File: config.mk
export PLATFORM = sky130hd
export DESIGN_NAME = irq_scheduler
export DESIGN_NICKNAME = d
export VERILOG_FILES = /design/src/rtl/irq_scheduler.sv
export SDC_FILE = /design/constraint.sdc
export NUM_CORES = 1
export LEC_CHECK = 0
export ABC_AREA = 1
export CAP_MARGIN = 20
export CORE_MARGIN = 2
export CORE_UTILIZATION = 35
export CTS_CLUSTER_DIAMETER = 60
export DETAILED_ROUTE_END_ITERATION = 10
export PLACE_DENSITY_LB_ADDON = 0.2
export SLEW_MARGIN = 40
export SYNTH_ARGS = -nofsm -noshare
export SYNTH_HDL_FRONTEND = slang
export SYNTH_SLANG_ARGS = --single-unit
File: constraint.sdc
create_clock -name clk -period 3.2 [get_ports clk]
set_clock_uncertainty 0.2 [all_clocks]
set_input_delay 0.32 -clock clk [delete_from_list [all_inputs] [get_ports clk]]
set_output_delay 0.32 -clock clk [all_outputs]
set_load 0.01 [all_outputs]
File: src/rtl/irq_scheduler.sv
// irq_scheduler: memory-mapped interrupt controller. It latches and masks
// peripheral requests, then raises a single fixed-priority request to the
// core and holds it until the core acknowledges. Further requests stay
// blocked until the handler returns.
module irq_scheduler #(
  parameter int          N_SRC     = 4,
  parameter logic [31:0] BASE_ADDR = 32'h40000030
) (
  input  logic             clk,
  input  logic             reset,
  input  logic [N_SRC-1:0] irq_src,
  input  logic             rd,
  input  logic             wr,
  input  logic [31:0]      addr,
  input  logic [31:0]      wdata,
  output logic [31:0]      rdata,
  output logic             irq,
  input  logic             irq_ack,
  input  logic             eret,
  output logic [2:0]       irq_id,
  output logic             in_service
);

  typedef enum logic [1:0] {IDLE, REQ, SERVICE} state_t;

  state_t           state_q, state_d;
  logic [2:0]       irqId_q, irqId_d;
  logic [N_SRC-1:0] pend_q, pend_d;
  logic [N_SRC-1:0] mask_q, mask_d;
  logic [N_SRC-1:0] edge_q, edge_d;
  logic [N_SRC-1:0] prevSrc_q;

  logic             winHit;
  logic [1:0]       regSel;
  logic [N_SRC-1:0] riseBits;
  logic [N_SRC-1:0] w1cBits;
  logic [N_SRC-1:0] ackBits;
  logic [N_SRC-1:0] eligible;
  logic [2:0]       winner;
  logic             unusedBits;

  assign winHit     = (addr[31:4] == BASE_ADDR[31:4]);
  assign regSel     = addr[3:2];
  assign riseBits   = irq_src & ~prevSrc_q;
  assign eligible   = pend_q & mask_q;
  assign irq_id     = irqId_q;
  assign unusedBits = ^{addr[1:0], wdata[31:N_SRC]};

  // Work out which pending bits get cleared this cycle (software W1C or
  // the core acknowledging the latched source).
  always_comb begin
    w1cBits = '0;
    ackBits = '0;
    if (wr && winHit && (regSel == 2'd0)) begin
      w1cBits = wdata[N_SRC-1:0];
    end
    for (int i = 0; i < N_SRC; i++) begin
      if ((state_q == REQ) && irq_ack && (irqId_q == 3'(i))) begin
        ackBits[i] = 1'b1;
      end
    end
  end

  // Pending and config next-state: edge bits set on rising edge (set beats
  // clear), level bits simply follow the registered source level.
  always_comb begin
    pend_d = (edge_q & ((pend_q & ~(w1cBits | ackBits)) | riseBits))
           | (~edge_q & irq_src);
    mask_d = mask_q;
    edge_d = edge_q;
    if (wr && winHit && (regSel == 2'd1)) begin
      mask_d = wdata[N_SRC-1:0];
    end
    if (wr && winHit && (regSel == 2'd3)) begin
      edge_d = wdata[N_SRC-1:0];
    end
  end

  // Fixed priority: the lowest eligible index wins.
  always_comb begin
    winner = 3'd0;
    for (int i = N_SRC - 1; i >= 0; i--) begin
      if (eligible[i]) begin
        winner = 3'(i);
      end
    end
  end

  // Request FSM: a latched request stays committed until acked, and no new
  // request is raised while a handler is running.
  always_comb begin
    state_d    = state_q;
    irqId_d    = irqId_q;
    irq        = 1'b0;
    in_service = 1'b0;
    case (state_q)
      IDLE: begin
        if (eligible != '0) begin
          irqId_d = winner;
          state_d = REQ;
        end
      end
      REQ: begin
        irq = 1'b1;
        if (irq_ack) begin
          state_d = SERVICE;
        end
      end
      SERVICE: begin
        in_service = 1'b1;
        if (eret) begin
          state_d = IDLE;
        end
      end
      default: state_d = IDLE;
    endcase
  end

  // Bus read mux; anything outside the window or without rd reads as zero.
  always_comb begin
    rdata = 32'h0;
    if (rd && winHit) begin
      case (regSel)
        2'd0:    rdata = 32'(pend_q);
        2'd1:    rdata = 32'(mask_q);
        2'd2:    rdata = {in_service, irq, 27'b0, irqId_q};
        default: rdata = 32'(edge_q);
      endcase
    end
  end

  // State registers; reset wipes every request and configuration bit.
  always_ff @(posedge clk or negedge reset) begin
    if (!reset) begin
      state_q   <= IDLE;
      irqId_q   <= 3'd0;
      pend_q    <= '0;
      mask_q    <= '0;
      edge_q    <= '0;
      prevSrc_q <= '0;
    end else begin
      state_q   <= state_d;
      irqId_q   <= irqId_d;
      pend_q    <= pend_d;
      mask_q    <= mask_d;
      edge_q    <= edge_d;
      prevSrc_q <= irq_src;
    end
  end

endmodule

==> metrics <==
outcome completed; RSZ-0062 raised after global routing no; Detail Placement HPWL roughly 2500 um; detailed router's first-iteration violation count 40; classification of the worst setup path primary input to primary output; Comb pwr share 0.160; # diodes 0; largest net degree at the start of global routing 21; Hold Path Sink pend_q[1]$_DFF_PN0_; area fraction in compound gates after synthesis 0.08086; combinational family with the most area after synthesis simple AND/OR/NAND/NOR gates; final setup fails 0; die extent in x 66.02 um; standard-cell rows 22; number of buffer cells added on primary ports 53; area taken by multi-input logic gates ~700 sq um; vias post-DR approximately 1200; level count of the clock H-tree 1; worst setup timing slack at the placement stage 0.4774 ns; power density relative to cell area approximately 320 nW/um^2; setup tns final 0 ns; Mapped Area ~1300 sq um; Net count, final 317; Routed Antenna Nets 0; die height ~66 um; critical path capture point type primary output; static power due to leakage slightly below 0.9 nW; all-layer global routing usage 0.1535; post-CTS sizing 0; Fmax achieved about 370 MHz; Seq cells post-synth 20; worst min-delay path class flop to flop; arithmetic-cell share of the synthesized area counting full adders, half adders and majority gates 0; post-route fraction of the period consumed by the critical path 0.8458; wire length of the first global-routing pass approximately 5000 um; starting density of the core 0.3650; Final GP Congestion about 0.79; antenna violations before repair 0; final worst setup slack 0.4935 ns; Avg Inst Size Synth about 7.3 sq um; ratio of routed vias to standard cells 4.272; Synth warnings 0; WL/cell 10.56 um; ratio of cells with drive above 1 in the final layout 0.05785; insertion delay of the later-clocked pin in the worst-skew pair 0.26 ns; startpoint of the most critical register-to-register path state_q[1]$_DFFE_PN0P_; final max-slew violation count 0; CP required approximately 2.7 ns; area of the core roughly 3700 sq um; Clock Power Share 0.415; clock buffer depth 2; Worst R2R End pend_q[3]$_DFF_PN0_; sequential element share of the synthesized area 0.3717; GR Overflow Total 0; internal reg-to-reg setup slack approximately 1.7 ns; clock-pin slew on the worst setup and hold paths roughly 0.08 ns; overall power between 0.0006 and 0.0007 W; Worst setup SP type primary input; simple-gate share of the synthesized area 0.3522; largest voltage drop on the vdd net around 0.28 mV; count of cells along the worst register-to-register path 6; arrival time worst endpoint about 2.2 ns; internal power component about 0.00048 W; Min Clock Period, post-route ~2.7 ns; number of buffers added by the clock tree synthesis step 3; share of synthesized area spent on multiplexers 0; TritonCTS clock tree done; number of cells traversed by the worst hold path 3; Die Footprint approximately 4400 sq um; unique cell type count in the Yosys netlist 20; DRC violations left 0; switching component of the power between 0.0001 and 0.00015 W; number of placed instances with taps included around 290; final core utilization 0.5193; Filler Cell Count 377; share of total power consumed by net switching 0.2196; WL final 3061 um; final hold violation count 0; storage element area roughly 500 sq um; number of clock sinks 20; Pre-Repair DR Iteration Count 4; number of top-level pins around 110; maximum fanout along the worst path 5; start point of the worst hold path prevSrc_q[1]$_DFF_PN0_; number of standard cells after synthesis ~180; sequential power share 0.425; count of maximum capacitance violations 0; post-route insts no fill 290; Clk Tree Root Cell sky130_fd_sc_hd__clkbuf_8; area share of xor/xnor cells in the synthesized design 0; via count of the first global-routing pass 1149; Layout Area Growth over Synthesis 42.29%
==> cell families (layout without fill, tap and decap cells) <==
family,count (synthesis),after routing
compound gates,19,19
buf+inv,42,74
flops,20,20
other cells,1,27
simple gates,102,102
==> timing repair <==
action,CTS,global route
endpoints found under the hold margin,20,0
hold buffers,1,0
setup buffers,0,0
setup endpoints to repair,0,0
==> worst max path at each step <==
stage / end / slack (ns) / depth (start not counted) / from
after floorplan: rdata[30] / 1.50 / 7 / addr[27]
after detailed placement: rdata[0] / 0.48 / 8 / addr[2]
after CTS: rdata[0] / 0.49 / 8 / addr[2]
after global routing: rdata[1] / 0.31 / 8 / addr[2]
after global placement: rdata[0] / 0.49 / 8 / addr[2]
final: rdata[1] / 0.49 / 8 / addr[2]
==> Yosys cell counts <==
master | instances | area [sq um]
sky130_fd_sc_hd__nor3_4 | 1 | 16.27
sky130_fd_sc_hd__nor3_1 | 6 | 30.03
sky130_fd_sc_hd__a31oi_1 | 1 | 6.260
sky130_fd_sc_hd__nand4_1 | 4 | 25.02
sky130_fd_sc_hd__o21ai_1 | 8 | 40.04
sky130_fd_sc_hd__nand2_1 | 57 | 214.0
sky130_fd_sc_hd__nor2_8 | 1 | 20.02
sky130_fd_sc_hd__o2111ai_1 | 2 | 17.52
sky130_fd_sc_hd__nand2_4 | 1 | 11.26
sky130_fd_sc_hd__dfrtp_1 | 20 | 500.5
sky130_fd_sc_hd__nand3_4 | 2 | 35.03
sky130_fd_sc_hd__conb_1 | 1 | 3.750
sky130_fd_sc_hd__nor2_2 | 1 | 6.260
sky130_fd_sc_hd__inv_1 | 15 | 56.30
sky130_fd_sc_hd__nand3_1 | 2 | 10.01
sky130_fd_sc_hd__nor2_1 | 25 | 93.84
sky130_fd_sc_hd__o21ai_0 | 6 | 30.03
sky130_fd_sc_hd__nand2_2 | 2 | 12.51
sky130_fd_sc_hd__o211ai_1 | 2 | 15.01
sky130_fd_sc_hd__buf_4 | 27 | 202.7
==> flip-flops by register name (all words and copies together), names as in the netlist <==
signal and flops:
edge_q 4, mask_q 4, pend_q 4, prevSrc_q 4
irq_id 2, state_q 2
==> area by class of cell <==
cell class	count	area share
multi-input combinational	148	0.3573
timing repair buffer	55	0.2835
sequential	20	0.2613
tap	48	0.03135
inverter	15	0.02939
clock buffer	3	0.02155
clock inverter	1	0.01568
==> cells in the final DEF (no fill, tap or decap), drive strengths merged <==
cell,n
nand2,60
clkdlybuf4s50,52
conb,27
nor2,27
dfrtp,20
inv,15
o21ai,14
nor3,7
nand4,4
nand3,4
clkbuf,3
o2111ai,2
o211ai,2
buf,2
a31oi,1
bufinv,1
dlygate4sd3,1
==> worst max-delay path: stages <==
cell	delay [ns]
sky130_fd_sc_hd__clkdlybuf4s50_1	0.51
sky130_fd_sc_hd__inv_1	0.08
sky130_fd_sc_hd__nor2_1	0.34
sky130_fd_sc_hd__nand2_1	0.09
sky130_fd_sc_hd__o2111ai_1	0.08
sky130_fd_sc_hd__o21ai_0	0.10
sky130_fd_sc_hd__nor2_1	0.11
sky130_fd_sc_hd__clkdlybuf4s50_1	0.55
==> routing by layer <==
layer / up-vias / share of wire / GRT usage
met2: 57 / 0.45 / 0.2462
met3: 2 / 0.069 / 0.04770
li1: 656 / - / -
met1: 524 / 0.47 / 0.2079
met4: 0 / 0.0039 / 0.02296
met5: - / 0 / 0
==> power by group through the flow <==
| stage | Combinational [W] | Sequential [W] | Clock [W] |
|---|---|---|---|
| detailed placement | 0.0000971 | 0.000265 | 0 |
| floorplan | 0.0000565 | 0.000265 | 0 |
| CTS | 0.0000984 | 0.000260 | 0.000259 |
| finish | 0.0000983 | 0.000260 | 0.000255 |
| global route | 0.000110 | 0.000261 | 0.000272 |
| global placement | 0.0000973 | 0.000265 | 0 |
==> stage by stage <==
step                      hold WS [ns]  area, sq um
after floorplan                -0.1756         1444
after global placement          0.2783         1839
after detailed placement       0.09809         1834
after CTS                       0.2930         1916
after global routing            0.3201         1916
final                           0.2917         1916
Note: power is estimated with default switching activity, not from simulation.
